--- src/rtl/pipelined_carry_select_adder_if.sv ---
// Operand/result bundle for the pipelined carry-select adder.
//   master : issuing side. Drives valid/stall/subtract/operands/carry-in and
//            receives result, carry, overflow, zero and valid_o.
//   slave  : the adder. Sees the same signals with directions reversed.
// Clock and reset are not part of the bundle; they stay plain module ports.
interface pipelined_carry_select_adder_if #(
  parameter int DATA_WIDTH = 32
);
  logic                  valid_i;
  logic                  stall_i;
  logic                  subtract_i;
  logic [DATA_WIDTH-1:0] operand_A_i;
  logic [DATA_WIDTH-1:0] operand_B_i;
  logic                  carry_i;
  logic [DATA_WIDTH-1:0] result_o;
  logic                  carry_o;
  logic                  overflow_o;
  logic                  zero_o;
  logic                  valid_o;

  modport master (
    output valid_i, stall_i, subtract_i, operand_A_i, operand_B_i, carry_i,
    input  result_o, carry_o, overflow_o, zero_o, valid_o
  );

  modport slave (
    input  valid_i, stall_i, subtract_i, operand_A_i, operand_B_i, carry_i,
    output result_o, carry_o, overflow_o, zero_o, valid_o
  );
endinterface

--- src/rtl/pipelined_carry_select_adder.sv ---
// Pipelined carry-select adder/subtractor.
// The operands are split into BLOCK_WIDTH-bit carry-select blocks and
// BLOCKS_PER_STAGE blocks are resolved per pipeline stage, so a result takes
// NUM_STAGES = DATA_WIDTH / (BLOCK_WIDTH * BLOCKS_PER_STAGE) cycles. The last
// stage's register is the output register, which also holds the flags.
// Ports:
//   clk_i   clock, rising edge
//   rst_i   asynchronous active-high reset, clears every register
//   io      slave side of pipelined_carry_select_adder_if:
//           valid_i/stall_i/subtract_i/operand_A_i/operand_B_i/carry_i in,
//           result_o/carry_o/overflow_o/zero_o/valid_o out
module pipelined_carry_select_adder #(
  parameter int DATA_WIDTH       = 32,
  parameter int BLOCK_WIDTH      = 4,
  parameter int BLOCKS_PER_STAGE = 2
) (
  input  logic                         clk_i,
  input  logic                         rst_i,
  pipelined_carry_select_adder_if.slave io
);
  localparam int CSA_BLOCKS = DATA_WIDTH / BLOCK_WIDTH;
  localparam int NUM_STAGES = CSA_BLOCKS / BLOCKS_PER_STAGE;
  localparam int SW         = BLOCK_WIDTH * BLOCKS_PER_STAGE;  // bits per stage
  localparam int LS         = NUM_STAGES - 1;

  // Subtraction is A + ~B + ~borrow, so carry_o = 1 means "no borrow".
  logic [DATA_WIDTH-1:0] b_eff;
  logic                  cin_eff;
  logic                  advance;

  assign b_eff   = io.subtract_i ? ~io.operand_B_i : io.operand_B_i;
  assign cin_eff = io.subtract_i ? ~io.carry_i     : io.carry_i;
  // A stall freezes every register in the pipe at once, so no operation can
  // be lost or duplicated across it.
  assign advance = ~io.stall_i;

  for (genvar k = 0; k < NUM_STAGES; k++) begin : g_stage
    localparam int LO_W = k * SW;             // result bits finished upstream
    localparam int HI_W = DATA_WIDTH - LO_W;  // operand bits still pending

    logic [HI_W-1:0]           a_in, b_in;
    logic                      c_in, v_in;
    logic [SW-1:0]             sum;
    logic [BLOCKS_PER_STAGE:0] c_chain;
    logic [LO_W+SW-1:0]        done;          // all result bits known so far

    if (k == 0) begin : g_src
      assign a_in = io.operand_A_i;
      assign b_in = b_eff;
      assign c_in = cin_eff;
      assign v_in = io.valid_i;
      assign done = sum;
    end else begin : g_src
      assign a_in = g_stage[k-1].g_reg.a_q;
      assign b_in = g_stage[k-1].g_reg.b_q;
      assign c_in = g_stage[k-1].g_reg.c_q;
      assign v_in = g_stage[k-1].g_reg.v_q;
      assign done = {sum, g_stage[k-1].g_reg.res_q};
    end

    assign c_chain[0] = c_in;

    for (genvar j = 0; j < BLOCKS_PER_STAGE; j++) begin : g_blk
      logic [BLOCK_WIDTH-1:0] a_s, b_s;
      logic [BLOCK_WIDTH:0]   s0, s1;

      assign a_s = a_in[j*BLOCK_WIDTH +: BLOCK_WIDTH];
      assign b_s = b_in[j*BLOCK_WIDTH +: BLOCK_WIDTH];

      if (k == 0 && j == 0) begin : g_rip
        // The lowest block has its real carry-in up front: plain ripple.
        assign s0 = {1'b0, a_s} + {1'b0, b_s} + {{BLOCK_WIDTH{1'b0}}, c_chain[0]};
        assign s1 = s0;
      end else begin : g_sel
        assign s0 = {1'b0, a_s} + {1'b0, b_s};
        assign s1 = {1'b0, a_s} + {1'b0, b_s} + {{BLOCK_WIDTH{1'b0}}, 1'b1};
      end

      assign {c_chain[j+1], sum[j*BLOCK_WIDTH +: BLOCK_WIDTH]} = c_chain[j] ? s1 : s0;
    end

    if (k < LS) begin : g_reg
      localparam int NX_W = HI_W - SW;

      // res_q de-skews finished low slices; a_q/b_q skew the unprocessed
      // upper slices, which also carry the operand sign bits to the end.
      // Data regs load even under a bubble; v_q qualifies them.
      logic [LO_W+SW-1:0] res_d, res_q;
      logic [NX_W-1:0]    a_d, a_q, b_d, b_q;
      logic               c_d, c_q, v_d, v_q;

      always_comb begin
        res_d = res_q;
        a_d   = a_q;
        b_d   = b_q;
        c_d   = c_q;
        v_d   = v_q;
        if (advance) begin
          res_d = done;
          a_d   = a_in[HI_W-1:SW];
          b_d   = b_in[HI_W-1:SW];
          c_d   = c_chain[BLOCKS_PER_STAGE];
          v_d   = v_in;
        end
      end

      always_ff @(posedge clk_i or posedge rst_i) begin
        if (rst_i) begin
          res_q <= '0;
          a_q   <= '0;
          b_q   <= '0;
          c_q   <= 1'b0;
          v_q   <= 1'b0;
        end else begin
          res_q <= res_d;
          a_q   <= a_d;
          b_q   <= b_d;
          c_q   <= c_d;
          v_q   <= v_d;
        end
      end
    end
  end

  // Output register = register of the final stage, flags included.
  logic [DATA_WIDTH-1:0] result_d, result_q;
  logic                  carry_d, carry_q;
  logic                  ovf_d, ovf_q;
  logic                  zero_d, zero_q;
  logic                  valid_d, valid_q;
  logic                  a_msb, b_msb;

  assign a_msb = g_stage[LS].a_in[SW-1];
  assign b_msb = g_stage[LS].b_in[SW-1];

  always_comb begin
    result_d = result_q;
    carry_d  = carry_q;
    ovf_d    = ovf_q;
    zero_d   = zero_q;
    valid_d  = valid_q;
    if (advance) begin
      result_d = g_stage[LS].done;
      carry_d  = g_stage[LS].c_chain[BLOCKS_PER_STAGE];
      // Same-signed addends whose sum flips sign have overflowed.
      ovf_d    = (a_msb == b_msb) && (g_stage[LS].done[DATA_WIDTH-1] != a_msb);
      zero_d   = ~|g_stage[LS].done;
      valid_d  = g_stage[LS].v_in;
    end
  end

  always_ff @(posedge clk_i or posedge rst_i) begin
    if (rst_i) begin
      result_q <= '0;
      carry_q  <= 1'b0;
      ovf_q    <= 1'b0;
      zero_q   <= 1'b0;
      valid_q  <= 1'b0;
    end else begin
      result_q <= result_d;
      carry_q  <= carry_d;
      ovf_q    <= ovf_d;
      zero_q   <= zero_d;
      valid_q  <= valid_d;
    end
  end

  assign io.result_o   = result_q;
  assign io.carry_o    = carry_q;
  assign io.overflow_o = ovf_q;
  assign io.zero_o     = zero_q;
  assign io.valid_o    = valid_q;
endmodule

--- src/flat_wrapper.sv ---
// flat-port wrapper written by rule: the top's interface ports become plain ports
module pipelined_carry_select_adder_flat 
#(
  parameter int DATA_WIDTH       = 32,
  parameter int BLOCK_WIDTH      = 4,
  parameter int BLOCKS_PER_STAGE = 2
)
  (clk_i, rst_i, io_valid_i, io_stall_i, io_subtract_i, io_operand_A_i, io_operand_B_i, io_carry_i, io_result_o, io_carry_o, io_overflow_o, io_zero_o, io_valid_o);
  pipelined_carry_select_adder_if #(.DATA_WIDTH(DATA_WIDTH)) io_i ();
  input  logic clk_i;
  input  logic rst_i;
  input wire logic [$bits(io_i.valid_i)-1:0] io_valid_i;
  input wire logic [$bits(io_i.stall_i)-1:0] io_stall_i;
  input wire logic [$bits(io_i.subtract_i)-1:0] io_subtract_i;
  input wire logic [$bits(io_i.operand_A_i)-1:0] io_operand_A_i;
  input wire logic [$bits(io_i.operand_B_i)-1:0] io_operand_B_i;
  input wire logic [$bits(io_i.carry_i)-1:0] io_carry_i;
  output wire logic [$bits(io_i.result_o)-1:0] io_result_o;
  output wire logic [$bits(io_i.carry_o)-1:0] io_carry_o;
  output wire logic [$bits(io_i.overflow_o)-1:0] io_overflow_o;
  output wire logic [$bits(io_i.zero_o)-1:0] io_zero_o;
  output wire logic [$bits(io_i.valid_o)-1:0] io_valid_o;
  assign io_i.valid_i = io_valid_i;
  assign io_i.stall_i = io_stall_i;
  assign io_i.subtract_i = io_subtract_i;
  assign io_i.operand_A_i = io_operand_A_i;
  assign io_i.operand_B_i = io_operand_B_i;
  assign io_i.carry_i = io_carry_i;
  assign io_result_o = io_i.result_o;
  assign io_carry_o = io_i.carry_o;
  assign io_overflow_o = io_i.overflow_o;
  assign io_zero_o = io_i.zero_o;
  assign io_valid_o = io_i.valid_o;
  pipelined_carry_select_adder #(.DATA_WIDTH(DATA_WIDTH), .BLOCK_WIDTH(BLOCK_WIDTH), .BLOCKS_PER_STAGE(BLOCKS_PER_STAGE)) u_core (.clk_i(clk_i), .rst_i(rst_i), .io(io_i));
endmodule
--- config.mk ---
export PLATFORM = sky130hd
export DESIGN_NAME = pipelined_carry_select_adder_flat
export DESIGN_NICKNAME = d
export VERILOG_FILES = /design/src/rtl/pipelined_carry_select_adder_if.sv /design/src/rtl/pipelined_carry_select_adder.sv /design/src/flat_wrapper.sv
export SDC_FILE = /design/constraint.sdc
export NUM_CORES = 1
export LEC_CHECK = 0
export ABC_AREA = 1
export CORE_UTILIZATION = 56
export DETAILED_ROUTE_END_ITERATION = 6
export PLACE_DENSITY_LB_ADDON = 0.15
export SLEW_MARGIN = 25
export SYNTH_ARGS = -nofsm -noshare
export SYNTH_HDL_FRONTEND = slang
export SYNTH_SLANG_ARGS = --single-unit
--- constraint.sdc ---
create_clock -name clk_i -period 8.1 [get_ports clk_i]
set_clock_uncertainty 0.05 [all_clocks]
set_input_delay 0.81 -clock clk_i [delete_from_list [all_inputs] [get_ports clk_i]]
set_output_delay 0.81 -clock clk_i [all_outputs]
set_load 0.05 [all_outputs]
=== Yosys cells after proc, flatten, opt, wreduce, memory -nomap -nowiden ===
Cells that the tools add are included.

* Add/subtract/negate cells: 16
* Multiply operators: 0
* Divide/modulo/power cells: 0
* $lt $le $gt $ge: 0
* Equal/unequal tests: 2
* Shifts and indexed selects: 0
* Multiplexer cells: 9
* Bitwise operators: 2
* Reduce and logical (&&, ||, !) cells: 3

{| class="wikitable"
|+ Operators by type and width
! cell !! count
|-
| adder 4 x 4 -> 5 bit || 8
|-
| adder 5 x 1 -> 5 bit, second input constant || 7
|-
| two-way mux 5 bit || 7
|-
| two-way mux 32 bit || 1
|-
| NOT 32 bit || 1
|-
| OR reduction 32 bit || 1
|-
| adder 5 x 1 -> 5 bit || 1
|-
| equality test 1 bit || 1
|-
| logical AND 1 bit || 1
|-
| logical NOT 1 bit || 1
|-
| two-way mux 1 bit || 1
|-
| != test 1 bit || 1
|-
| NOT 1 bit || 1
|}

* Bits in registers: 186
* Bits in latches: 0
* RAM bits: 0
* Memory bits (read-only): 0
* Output and inout port bits: 36
* Word-level logic and storage cells: 52
* Memories: 0

=== Longest topological paths before layout ===
Gate-level depths: netlist of the first run.

* Word-level depth: 6
* Gate-level depth with buffers: 17
* Mapped depth without buffers: 17

=== Worst setup path after synthesis of the first run ===
OpenSTA, ideal clock, no wires.

* Path kind: in2reg
* Start point: input io_subtract_i
* End point: register u_core.g_stage[0].g_reg.c_q
* Setup time: 0.133 ns
* Arrival: 3.117 ns
* Data required time: 7.917 ns
* Slack: 4.800 ns
* Cell stages on the path: 14
* Cell sequence: clkbuf_1 -> buf_2 -> xnor2_1 -> fa_1 -> fa_1 -> inv_1 -> nand3_1 -> nand2_1 -> nand2_1 -> nor2_1 -> nand2b_1 -> or2_2 -> nand3_1 -> o21ai_0

* Cells in the longest elaborated chain, start to end: 4
* Elaborated cells on any way between the ends: 7
* Those cells by class: 4 x add/sub; 3 x mux

{| class="wikitable"
|+ Ends and longest elaborated chain
! what !! line !! RTL
|-
| start, declared || flat_wrapper.sv:14 || <nowiki>input wire logic [$bits(io_i.subtract_i)-1:0] io_subtract_i;</nowiki>
|-
| two-way mux 32 bit || pipelined_carry_select_adder.sv:31 || <nowiki>assign b_eff = io.subtract_i ? ~io.operand_B_i : io.operand_B_i;</nowiki>
|-
| adder 4 x 4 -> 5 bit, on equally long branches || pipelined_carry_select_adder.sv:75, pipelined_carry_select_adder.sv:76, pipelined_carry_select_adder.sv:72 ||
|-
| adder 5 x 1 -> 5 bit, on equally long branches || pipelined_carry_select_adder.sv:76, pipelined_carry_select_adder.sv:72 ||
|-
| two-way mux 5 bit (*) || pipelined_carry_select_adder.sv:79 || <nowiki>assign {c_chain[j+1], sum[j*BLOCK_WIDTH +: BLOCK_WIDTH]} = c_chain[j] ? s1 : s0;</nowiki>
|-
| end signal, assigned || pipelined_carry_select_adder.sv:112 || <nowiki>c_q <= 1'b0;</nowiki>
|-
| end signal, assigned || pipelined_carry_select_adder.sv:118 || <nowiki>c_q <= c_d;</nowiki>
|-
| end, declared || pipelined_carry_select_adder.sv:90 || <nowiki>logic c_d, c_q, v_d, v_q;</nowiki>
|}

Every way passes the cells marked *; elsewhere a longest branch is shown, timed or not.
A chain may end at the register's enable or synchronous reset.

=== Worst setup path in the final report of the first run ===
Ends and elaborated chain as after synthesis.

==> results, run 1 <==
- The flow ran to the end, and the final reports show no timing, DRC or antenna violations.
- The final number of hold-violating endpoints is 0.
- Setup repair after global routing left no endpoint under its margin.
- The routed design has approximately 17000 µm of wire.
- The number of buffers inserted during clock tree synthesis is 17.
- The clock reaches the later pin of the worst-skew pair after ~430 ps.
- Headroom to the max-slew limit came out at a little under 40%.
- The floorplan step set the die height to 129 µm.
- The total of hold buffers inserted after clock tree synthesis is 0.
- The number of core rows is 46.
- The internal reg-to-reg setup slack is 5610 ps.
- The share of power burned in the clock network is 30.3%.
- Leaving out fill and tap cells, the most frequent cells in the layout are sky130_fd_sc_hd__nand2_1, sky130_fd_sc_hd__dfrtp_1, sky130_fd_sc_hd__o21ai_0, sky130_fd_sc_hd__clkdlybuf4s50_1, sky130_fd_sc_hd__inv_1.
- The synthesized design contains 0 enable-type register cells.
- The worst setup path startpoint is io_subtract_i.
- The switching fraction of total power is between 30 and 40%.
- After clock tree synthesis, the setup repair step added 0 buffers.
- The count of clock tree sinks is ~190.
- In this run the remaining antenna-violating nets after routing total 0.
- Synthesis produced roughly 1100 cells.
- The maximum vdd drop is ~170 µV.
- The setup TNS is 0 ps.
- The setup path with the least slack is of type primary input to flip-flop.
- The cell chosen for the clock root is sky130_fd_sc_hd__clkbuf_16.
- The per-instance average area after synthesis is ~8.6 µm².
- Derived from the worst setup path, the maximum achievable clock frequency is just under 300 MHz.
- For this run, design rule violations remaining after detail routing come to 0.
- In this run the power spent charging and discharging nets is roughly 0.96 mW.
- The biggest fanout along the worst timing path is 33.
- After detailed routing, the average wire length per cell comes to 12.6 µm.
- Dividing the final minimum period by the clock period gives a little over two fifths.
- The sequential area share after synthesis is roughly half.
- Entering global routing, the biggest net connects roughly 140 pins.
- Internal power comes to slightly below 2 mW.
- After floorplanning, the core was sized to cover ~16000 µm².
- The number of pins with negative max-slew slack in the final report was 0.
- The fraction of registers with async set/reset is 100%.
- Grouping stages by cell kind, the critical path spends the most delay in adder cells.
- For this design the ratio of total power to cell area is about 270 nW/µm².
- For this run, the leading register cell type out of synthesis is sky130_fd_sc_hd__dfrtp_1.
- The analysis attributes to cell leakage a power of approximately 5.4 nW.
- The overflow left after global routing is 0.
- The repair_antennas step left the layout with diodes totalling 0.
- The slowest stage of the critical path is the sky130_fd_sc_hd__buf_2 cell.
- The largest buffer count on any clock path is 2.
- The sequential fraction of design power is between 40% and 50%.
- At the pin with the least slew margin, the transition time is 903 ps.
- The total number of vias is roughly 6800.
- The first global-routing pass estimated 29900 µm of wire.
- During placement, the flow inserted port buffers numbering between 100 and 150.
- The startpoint identified for the worst register-to-register timing path is u_core.g_stage[2].g_reg.b_q[0].
- The data required time at the worst endpoint is about 8300 ps.
- The first detailed-routing pass ran for 5 iterations.
- The maximum single-stage delay on the critical path is a little under 700 ps.
- The number of storage elements in the synthesis netlist is 186.
- TritonCTS built the clock tree.
- The number of global-route vias before repair came to between 6000 and 7000.
- The total standard cell area after synthesis is about 9100 µm².
- The commonest non-fill, non-tap cell in the layout is sky130_fd_sc_hd__nand2_1.
- The number of cells upsized or downsized after cts is 0.
- Once the floorplan was initialized, standard cells occupied between 50 and 60% of the core.
- In this run, the number of DRC markers left after iteration 0 of detailed routing was around 560.
- Data on the critical path arrives at its endpoint at 3590 ps.
- The total global-route track usage is ~23%.
- The synthesized netlist net count is ~1200.
- The startpoint of the tightest hold check path is u_core.g_stage[0].g_reg.b_q[16].
- The register clock-pin slew on the reported worst setup and hold paths is ~60 ps.
- The die area is between 15000 and 20000 µm².
- The kind of launch point of the worst setup path is a primary input.
- The post-layout total power is around 2.9 mW.
- The worst path in the final design needs a cycle of between 3000 and 4000 ps, including I/O delays and setup.
- The area growth from synthesis to layout is 19.6%.
- The number of different library cells in the post-synthesis netlist is 38.
- The I/O pin count is approximately 110.
- The initial antenna violation count was 0.
- The capturing element type of the critical path is a flip-flop.
- The number of buffers and inverters on the critical path is 2.
- Routability-driven placement finished with a final weighted congestion of 0.834.
- Max-cap violations in this run came to 0.
- The worst hold path belongs to the class flip-flop to flip-flop.
- The number of vias per cell after detailed routing is around 4.9.
- The proportion of layout cells with a drive suffix above 1 is under 10%.
- During synthesis, Yosys emitted a total of 0 warnings.
- The part of the power in combinational logic is 28.4%.
- The die outline width is ~130 µm.
- The detailed placer's ending HPWL is ~12000 µm.
- The total number of nets in the final design is around 1300.
- The signal on the critical path passes through buf_2 -> xnor2_1 -> fa_1 -> fa_1 -> inv_1 -> nand3_1 -> nand2_1 -> nand2_1 -> nor2_1 -> nand2b_1 -> or2_2 -> nand3_1 -> o21ai_0.
- The H-tree was split into 4 levels.
- Setup violations remaining at the end of the flow were counted as 0.
[worst paths after layout]
path,to,cells past startpoint
worst max register to register,u_core.io.zero_o,14
worst min-delay path,u_core.g_stage[1].g_reg.b_q[8],2
worst min register to register,u_core.g_stage[1].g_reg.b_q[8],2
min in group asynchronous,u_core.io.result_o[15],2
max in group asynchronous,u_core.g_stage[1].g_reg.b_q[12],3
worst max-delay path,u_core.g_stage[0].g_reg.c_q,13
[cell type report]
class / instances / area, µm²
Clock buffer: 20 / 457
Inverter: 100 / 383
Sequential cell: 186 / 4650
Tap cell: 216 / 270
Timing Repair Buffer: 109 / 1080
Multi-Input combinational cell: 731 / 3870
Clock inverter: 11 / 170
Fill cell: 1326 / 5000
[cells by family (layout without fill, tap and decap cells)]
kind of cell               count (synthesis)  after routing  synth area share, %
and+or+nand+nor                          486            486                 22.0
DFF                                      186            186                 51.1
AOI/OAI and AO/OA                        150            150                 8.73
buffers and inverters                    144            240                 6.34
xor gates and xnor gates                  48             48                 4.62
adders and majority gates                 47             47                 7.20
[flip-flops by register name, indices dropped and copies added (netlist names), 3 cells and up]
| register | flops |
|---|---|
| u_core.g_stage.g_reg.res_q | 48 |
| u_core.io.result_o | 32 |
| u_core.g_stage.g_reg.a_q | 48 |
| u_core.g_stage.g_reg.c_q | 3 |
| u_core.g_stage.g_reg.v_q | 3 |
| u_core.g_stage.g_reg.b_q | 48 |
[through the flow]
step	instances	cell area (µm²)	worst slack, ps	hold slack [ps]	util, %
2_1_floorplan	1061	9100	2180	392	-
3_3_place_gp	1342	10300	4320	400	64.6
3_5_place_dp	1342	10300	4270	405	64.6
4_1_cts	1373	10900	4720	421	68.5
5_1_grt	1373	10900	4400	438	68.5
6_report	1373	10900	4720	416	68.5
[metal layers]
metal,track usage (%),vias to the layer above,share of wire (%)
li1,-,3514,-
met1,34.1,3120,51
met2,34.1,131,44
met3,4.58,12,3.9
met4,6.16,0,0.77
met5,0,-,0
[worst register-to-register path: stages (launching register included)]
cell                      delay (ps)
sky130_fd_sc_hd__dfrtp_1         370
sky130_fd_sc_hd__ha_1            180
sky130_fd_sc_hd__inv_1            50
sky130_fd_sc_hd__fa_1            520
sky130_fd_sc_hd__inv_1            60
sky130_fd_sc_hd__ha_1            280
sky130_fd_sc_hd__o21ai_0         240
sky130_fd_sc_hd__nand3_1         100
sky130_fd_sc_hd__nor2_1          130
sky130_fd_sc_hd__nand2_1          60
sky130_fd_sc_hd__nor2_1          100
sky130_fd_sc_hd__nand3_1          90
sky130_fd_sc_hd__nor2_1           90
sky130_fd_sc_hd__nand2_1          60
sky130_fd_sc_hd__nand2_1          50
[power by group through the flow]
stage / clock network [mW] / logic [mW] / registers (mW)
after global routing: 0.927 / 0.928 / 1.22
final: 0.875 / 0.821 / 1.19
after CTS: 0.890 / 0.830 / 1.19
after detailed placement: 0 / 0.824 / 1.21
after global placement: 0 / 0.803 / 1.21
after floorplan: 0 / 0.438 / 1.35
[synth_stat cells, types with 6 or more instances]
cell	count	area, µm²
sky130_fd_sc_hd__xor2_1	17	149
sky130_fd_sc_hd__a21oi_1	13	65.1
sky130_fd_sc_hd__a31oi_1	6	37.5
sky130_fd_sc_hd__ha_1	38	475
sky130_fd_sc_hd__xnor2_1	31	272
sky130_fd_sc_hd__nand2_1	384	1440
sky130_fd_sc_hd__o22ai_1	6	37.5
sky130_fd_sc_hd__inv_1	98	368
sky130_fd_sc_hd__buf_2	15	75.1
sky130_fd_sc_hd__o21ai_0	113	566
sky130_fd_sc_hd__dfrtp_1	186	4650
sky130_fd_sc_hd__nor2_1	31	116
sky130_fd_sc_hd__clkbuf_1	23	86.3
sky130_fd_sc_hd__nand3_1	41	205
sky130_fd_sc_hd__fa_1	9	180
(Power assumes the default switching activity.)
==> inputs of run 2 (changes only) <==
==> constraint.sdc (replaced) <==
create_clock -name clk_i -period 3.5 [get_ports clk_i]
set_clock_uncertainty 0.05 [all_clocks]
set_input_delay 0.35 -clock clk_i [delete_from_list [all_inputs] [get_ports clk_i]]
set_output_delay 0.35 -clock clk_i [all_outputs]
set_load 0.05 [all_outputs]
==> results, run 2 (same netlist as run 1, synthesis figures left out) <==
- The internal portion of the total power is ~4.3 mW.
- The number of cells upsized or downsized after cts is 0.
- After clock tree synthesis, the clock-pin slew on the worst setup and hold paths is 60 ps.
- The largest buffer count on any clock path is 2.
- Once placement finished, the instance area stood at a little over 10000 µm².
- Setup repair after global routing left no endpoint under its margin.
- The kind of critical path is primary input to flip-flop.
- TritonCTS built the clock tree.
- The class of the worst hold path is primary input to flip-flop.
- The clock network burns between 20 and 30% of the power.
- The minimum period implied by the final worst setup slack is 2520 ps.
- The post-detailed-route count of antenna-violating nets is 0.
- In this run, placement finished with an instance count of about 1300.
- The vertical die dimension is roughly 130 µm.
- The worst hold path was traced through 3 stages.
- The total overflow left after global routing is 0.
- The final non-filler cell area is around 11000 µm².
- In the layout the commonest cells are sky130_fd_sc_hd__nand2_1, sky130_fd_sc_hd__dfrtp_1, sky130_fd_sc_hd__o21ai_0, sky130_fd_sc_hd__clkdlybuf4s50_1, sky130_fd_sc_hd__inv_1.
- The first routing iteration left slightly above 500 violations.
- The proportion of layout cells with a drive suffix above 1 is 4.66%.
- The data required time at the worst endpoint is approximately 3700 ps.
- The die area is ~17000 µm².
- The maximum single-stage delay on the critical path is ~450 ps.
- The total global-route track usage is 22.6%.
- The power dissipated by switching net loads is approximately 2.2 mW.
- The number of buffers inserted during clock tree synthesis is 17.
- Detailed placement finished with a half-perimeter wire length of 11900 µm.
- The total of hold buffers inserted after clock tree synthesis is 0.
- The commonest non-fill, non-tap cell in the layout is sky130_fd_sc_hd__nand2_1.
- The analysis attributes to cell leakage a power of 5.38 nW.
- From synthesis to final layout, the design area changed by 19.3%.
- The total number of vias is between 6000 and 7000.
- The total iterations of the first detailed-routing run is 5.
- The number of pins with negative max-slew slack in the final report came to 0.
- The effective utilization at floorplan is 57.3%.
- The final worst hold slack is 240 ps.
- The maximum vdd drop is between 300 and 400 µV.
- Entering global routing, the biggest net connects ~120 pins.
- For the final routed database, the setup TNS stands at 0 ps.
- In this run switching power makes up approximately a third of total power.
- The kind of cell with the highest combined delay along the critical path is adder cells.
- The final critical path takes up ~72% of the cycle.
- The repair_antennas step left the layout with diodes totalling 0.
- The final routed DRC violation total is 0.
- The number of global-route vias before repair is approximately 6200.
- After detailed routing, the average wire length per cell comes to around 13 µm.
- Once layout is complete, the utilization of the core stands at around 68%.
- Of all nets on the critical path, the largest fanout is 5.
- The signal on the critical path passes through clkdlybuf4s50_1 -> xnor2_1 -> fa_1 -> fa_1 -> inv_1 -> nand3_1 -> nand2_1 -> nand2_1 -> nor2_1 -> nand2b_1 -> or2_2 -> nand3_1 -> o21ai_0.
- The final layout contains between 1000 and 1500 nets.
- The weighted congestion at the end of routability-driven global placement is between 0.8 and 0.9.
- Among all stages on the critical path, the largest delay is contributed by sky130_fd_sc_hd__fa_1.
- The post-layout total power is between 6 and 7 mW.
- The flow ran to the end, and the final reports show no timing, DRC or antenna violations.
- After floorplanning, the core was divided into 46 placement rows.
- The data arrival time at the worst-slack endpoint is ~2700 ps.
- The initial antenna violation count is 0.
- The overall routed net length is 17400 µm.
- For this run, the number of standard cells in the final layout without fillers is approximately 1400.
- The die outline width is approximately 130 µm.
- At the later pin of the worst-skew pair, clock insertion delay measures 420 ps.
- In this run, the combinational gates consume ~29% of the power.
- The critical path contains buffers and inverters numbering 2 combined.
- The largest registers in the layout are u_core.g_stage.g_reg.a_q (48), u_core.g_stage.g_reg.b_q (48), u_core.g_stage.g_reg.res_q (48).
- The number of maximum-capacitance violations is 0.
- The area occupied by multi-input gates is 3870 µm².
- The internal reg-to-reg setup slack is 1000 ps.
- The number of H-tree branching levels is 4.
- The cell count of the worst reg-to-reg path is 14.
- In this run the tightest slew margin relative to its limit is 47.0%.
- The number of vias per cell after detailed routing is a little under 5.
- In this run the number of cells on the critical path is 13.
- The capturing element type of the critical path is a flip-flop.
- The kind of launch point of the worst setup path is a primary input.
- In this run the count of I/O pins placed on the die edge is between 100 and 150.
- The final-layout fill cell count is 1323.
- The sequential fraction of design power is 42.5%.
- The final number of hold-violating endpoints is 0.
- The power per cell area is about 600 nW/µm².
- Clock tree synthesis selected as its root buffer the cell sky130_fd_sc_hd__clkbuf_16.
- The final count of negative-setup-slack endpoints is 0.
- The worst setup slack after placement is slightly above 500 ps.
- The buffer count from post-CTS setup fixing is 0.
- Static timing analysis puts the maximum clock frequency at just under 400 MHz.
- The placeable core area is ~16000 µm².
- The footprint of the flip-flops and latches is between 4000 and 5000 µm².
- The count of clock tree sinks is around 190.
- At the pin with the least slew margin, the transition time is between 700 and 800 ps.
- Setup slack closes at ~1000 ps.
- The count of buffers added on input and output ports is ~110.
- The first global-routing pass estimated about 30000 µm of wire.
run 2: cell count changes in the layout (fill, tap and decap cells not counted), sizes merged:
cell and delta:
clkinvlp -2, inv -1, clkinv -3, clkbuf +5, bufinv -2, buf +4
run 2: area by class of cell:
| class | instances | area share [%] |
|---|---|---|
| sequential | 186 | 42.9 |
| multi-input combinational | 731 | 35.6 |
| timing repair buffer | 113 | 10.4 |
| clock buffer | 25 | 4.47 |
| inverter | 100 | 3.54 |
| tap | 216 | 2.49 |
| clock inverter | 3 | 0.599 |
run 2: path summary, 6_finish.rpt:
check	startpoint	to
worst min-delay path	io_stall_i	u_core.g_stage[0].g_reg.a_q[4]
worst max-delay path	io_operand_B_i[0]	u_core.g_stage[0].g_reg.c_q
worst max register to register	u_core.g_stage[2].g_reg.a_q[0]	u_core.io.zero_o
min in group asynchronous	rst_i	u_core.io.result_o[15]
max in group asynchronous	rst_i	u_core.g_stage[1].g_reg.b_q[6]
worst min register to register	u_core.g_stage[1].g_reg.a_q[13]	u_core.g_stage[2].g_reg.a_q[5]
run 2: tightest hold or removal path: cells and delay by family:
family / cells / cell delay (ps)
AND/OR/NAND/NOR: 2 / 140
buffers and inverters: 1 / 180
run 2: power by group through the flow:
stage               clock network (mW)  registers (mW)  logic, mW
finish                            1.83            2.77       1.91
floorplan                            0            3.11       1.02
detailed placement                   0            2.80       1.92
CTS                               1.87            2.77       1.93
global route                      1.94            2.81       2.14
global placement                     0            2.79       1.87
run 2: metal layers:
| layer | share of wire, % | GRT usage [%] | vias up |
|---|---|---|---|
| met1 | 50 | 33.8 | 3108 |
| met2 | 45 | 33.3 | 142 |
| li1 | - | - | 3536 |
| met4 | 1.2 | 7.52 | 0 |
| met3 | 3.8 | 4.21 | 14 |
| met5 | 0 | 0 | - |
==> inputs of run 3 (changes only) <==
--- a/config.mk
+++ b/config.mk
@@ -6,7 +6,7 @@
 export NUM_CORES = 1
 export LEC_CHECK = 0
 export ABC_AREA = 1
-export CORE_UTILIZATION = 56
+export CORE_UTILIZATION = 51
 export DETAILED_ROUTE_END_ITERATION = 6
 export PLACE_DENSITY_LB_ADDON = 0.15
 export SLEW_MARGIN = 25
==> constraint.sdc (replaced) <==
create_clock -name clk_i -period 2.05 [get_ports clk_i]
set_clock_uncertainty 0.05 [all_clocks]
set_input_delay 0.205 -clock clk_i [delete_from_list [all_inputs] [get_ports clk_i]]
set_output_delay 0.205 -clock clk_i [all_outputs]
set_load 0.05 [all_outputs]
==> results, run 3 (same netlist as run 1, synthesis figures left out) <==
- The run finished, with violations left.
- The checks that failed: negative setup slack.
- Counting the buffers created by CTS gives 17.
- After legalization and detailed placement, the total HPWL measured between 10000 and 15000 µm.
- Leaving out fill and tap cells, the most frequent cell in the layout is sky130_fd_sc_hd__nand2_1.
- In this run the remaining antenna-violating nets after routing total 0.
- Global routing used a little over a fifth of the available tracks across all layers.
- The critical path ends at u_core.io.zero_o.
- The number of cells traversed by the worst hold path is 3.
- The repair_antennas step left the layout with diodes totalling 0.
- The worst path uses 115% of the clock period.
- In the final layout, the registers with the most flip-flops are u_core.g_stage.g_reg.a_q (48), u_core.g_stage.g_reg.b_q (48), u_core.g_stage.g_reg.res_q (48).
- The die area is between 15000 and 20000 µm².
- Setup repair after global routing could not meet its margin everywhere.
- The worst setup path is of the flip-flop to flip-flop kind.
- The post-layout total power is 11.7 mW.
- The power dissipated by switching net loads is around 4 mW.
- The congestion estimate from routability-driven global placement came to about 0.78.
- With fillers left out, the area of the finished cells amounts to approximately 12000 µm².
- The core region is roughly 17000 µm².
- In the layout the commonest cells are sky130_fd_sc_hd__nand2_1, sky130_fd_sc_hd__dfrtp_1, sky130_fd_sc_hd__o21ai_0, sky130_fd_sc_hd__clkdlybuf4s50_1, sky130_fd_sc_hd__inv_1.
- The worst setup path is captured at a flip-flop.
- Among the stages of the critical path, the cell type that occurs most often is sky130_fd_sc_hd__nand2_1.
- After clock tree synthesis, the flow added hold-fix buffers numbering 0.
- The floorplan step set the die height to about 140 µm.
- In this run the static leakage power is approximately 5.8 nW.
- The post-route netlist has ~15% of its cells at a drive strength greater than 1.
- Of the total power, combinational logic draws between 30% and 40%.
- The sequential fraction of design power is roughly two fifths.
- The number of gates on the worst path with buffers counted is 14.
- The final number of hold-violating endpoints is 0.
- Wires add up to between 15000 and 20000 µm.
- In this run the power density over the cells is just under 1000 nW/µm².
- After detailed routing, the number of vias per cell comes to around 5.
- The total number of nets in the final design is 1330.
- The critical path starts at u_core.g_stage[2].g_reg.b_q[0].
- The final worst hold slack is about 80 ps.
- The number of pins with negative max-slew slack in the final report came to 0.
- Clock-pin slew was measured on the worst setup and hold paths at about 60 ps.
- Once routing completed, OpenROAD measured the worst setup slack at -315 ps.
- The largest single stage delay on the critical path is 480 ps.
- The data required time at the worst endpoint is 2300 ps.
- The number of global-route vias before repair is ~6800.
- The routed design could run at a clock period as short as between 2000 and 2500 ps.
- The internal power of the cells is 7.65 mW.
- The final non-filler cell total is between 1000 and 1500.
- The count of clock tree sinks is around 190.
- The biggest fanout along the worst timing path is 5.
- STA classifies the critical path startpoint as a flip-flop.
- The critical path goes through ha_2 -> inv_2 -> fa_1 -> inv_2 -> ha_4 -> nand2_4 -> nor2_4 -> nand3_2 -> nand2_4 -> nand3_1 -> nand2_1 -> nor2_2 -> nand2_1 -> nand2_1.
- The later pin in the worst-skew pair is clocked with a latency of approximately 420 ps.
- The number of core rows is 48.
- The peak clock frequency supported by timing is 423 MHz.
- For this design, the slowest cell found on the critical path is sky130_fd_sc_hd__fa_1.
- The data arrival time at the worst-slack endpoint is about 2600 ps.
- Entering global routing, the biggest net connects about 220 pins.
- The area growth from synthesis to layout is 28.7%.
- Summed over all layers, the global routing overflow is 0.
- The placed cell count is approximately 1400.
- The number of H-tree branching levels is 4.
- The wire length of the first global-routing pass is ~31000 µm.
- The detailed router's first-iteration violation count is ~350.
- The final routed DRC violation total is 0.
- Dividing the detail-routed wire length by the instance count gives 12.5 µm.
- The top cell family by delay on the critical path is simple AND/OR/NAND/NOR gates.
- Net switching is between 30% and 40% of the power.
- In this run the count of I/O pins placed on the die edge is between 100 and 150.
- The worst register-to-register path has a setup slack of -320 ps.
- The count of buffers added on input and output ports is 105.
- Once layout is complete, the utilization of the core stands at between 60% and 70%.
- The initial antenna violation count is 1.
- Clock tree synthesis selected as its root buffer the cell sky130_fd_sc_hd__clkbuf_16.
- The clock network burns between 20% and 30% of the power.
- The worst pin sits at a relative slew slack of a little under half.
- The reg-to-reg endpoint is u_core.io.zero_o.
- For the worst flop-to-flop path, the logic depth is 14.
- The total iterations of the first detailed-routing run is 6.
- The effective utilization at floorplan is between 50% and 60%.
- The number of maximum-capacitance violations is 0.
- The detailed router placed 7048 vias in this run.
- The launch point of the worst reg-to-reg path is u_core.g_stage[2].g_reg.b_q[0].
- The final count of negative-setup-slack endpoints is 19.
- The min-delay analysis places its worst path in the category primary input to flip-flop.
- After detailed placement, the total cell area comes to between 10000 and 15000 µm².
- The critical path buffer and inverter count is 2.
- In this run the horizontal extent of the chip is between 100 and 150 µm.
- For the pin with the worst max-slew slack, the measured transition is about 800 ps.
- The TritonCTS clock tree is yes.
- The largest buffer count on any clock path is 2.
- The worst-case IR drop observed on VDD is 682 µV.
run 3: how the worst min path moves through the flow:
| stage | start | to | slack [ps] |
|---|---|---|---|
| final | io_stall_i | u_core.io.result_o[19] | 80 |
| after global routing | io_stall_i | u_core.io.result_o[19] | 80 |
| after CTS | io_stall_i | u_core.io.result_o[19] | 60 |
| after detailed placement | u_core.g_stage[0].g_reg.b_q[9] | u_core.g_stage[1].g_reg.b_q[1] | 400 |
| after global placement | u_core.g_stage[1].g_reg.res_q[5] | u_core.g_stage[2].g_reg.res_q[5] | 400 |
| after floorplan | io_operand_A_i[8] | u_core.g_stage[0].g_reg.a_q[0] | 260 |
run 3: cell type report:
| class | count | area, µm² |
|---|---|---|
| flip-flops and latches | 186 | 4650 |
| inverters | 100 | 384 |
| well taps | 225 | 282 |
| fillers | 1455 | 5640 |
| clock inverters | 9 | 90.1 |
| clock buffers | 23 | 478 |
| repair buffers | 177 | 1710 |
| multi-input cells | 731 | 4110 |
run 3: what timing repair did:
item / in CTS / in global routing
pin swaps: 16 / 24
endpoints found under the setup margin: 20 / 22
resized for setup: 17 / 41
setup buffers: 6 / 6
run 3: worst reg2reg max path: cells and delay by family (launching register included):
kind,cells,cell delay (ps)
DFF,1,370
and+or+nand+nor,9,900
buffers and inverters,2,120
adders and majority gates,3,800
run 3: stage by stage:
stage	setup slack, ps	TNS (ps)
floorplan	-598	-112440
global placement	-630	-5110
detailed placement	-633	-5880
CTS	-264	-3550
global route	-433	-6060
finish	-315	-3860
run 3: per-layer routing:
layer,up-vias,share of wire [%],wire length [µm],global-route usage [%]
met1,3268,47,8510,28.2
li1,3664,-,-,-
met4,2,0.86,157,6.12
met5,-,0.077,14,0
met2,103,49,8990,35.6
met3,11,2.9,520,3.59
run 3: power by group through the flow:
stage	registers, mW	logic, mW	clock network, mW
floorplan	5.32	1.78	0
global placement	4.76	3.46	0
detailed placement	4.78	3.53	0
CTS	4.72	3.61	3.21
global route	4.80	4.22	3.34
finish	4.72	3.77	3.15
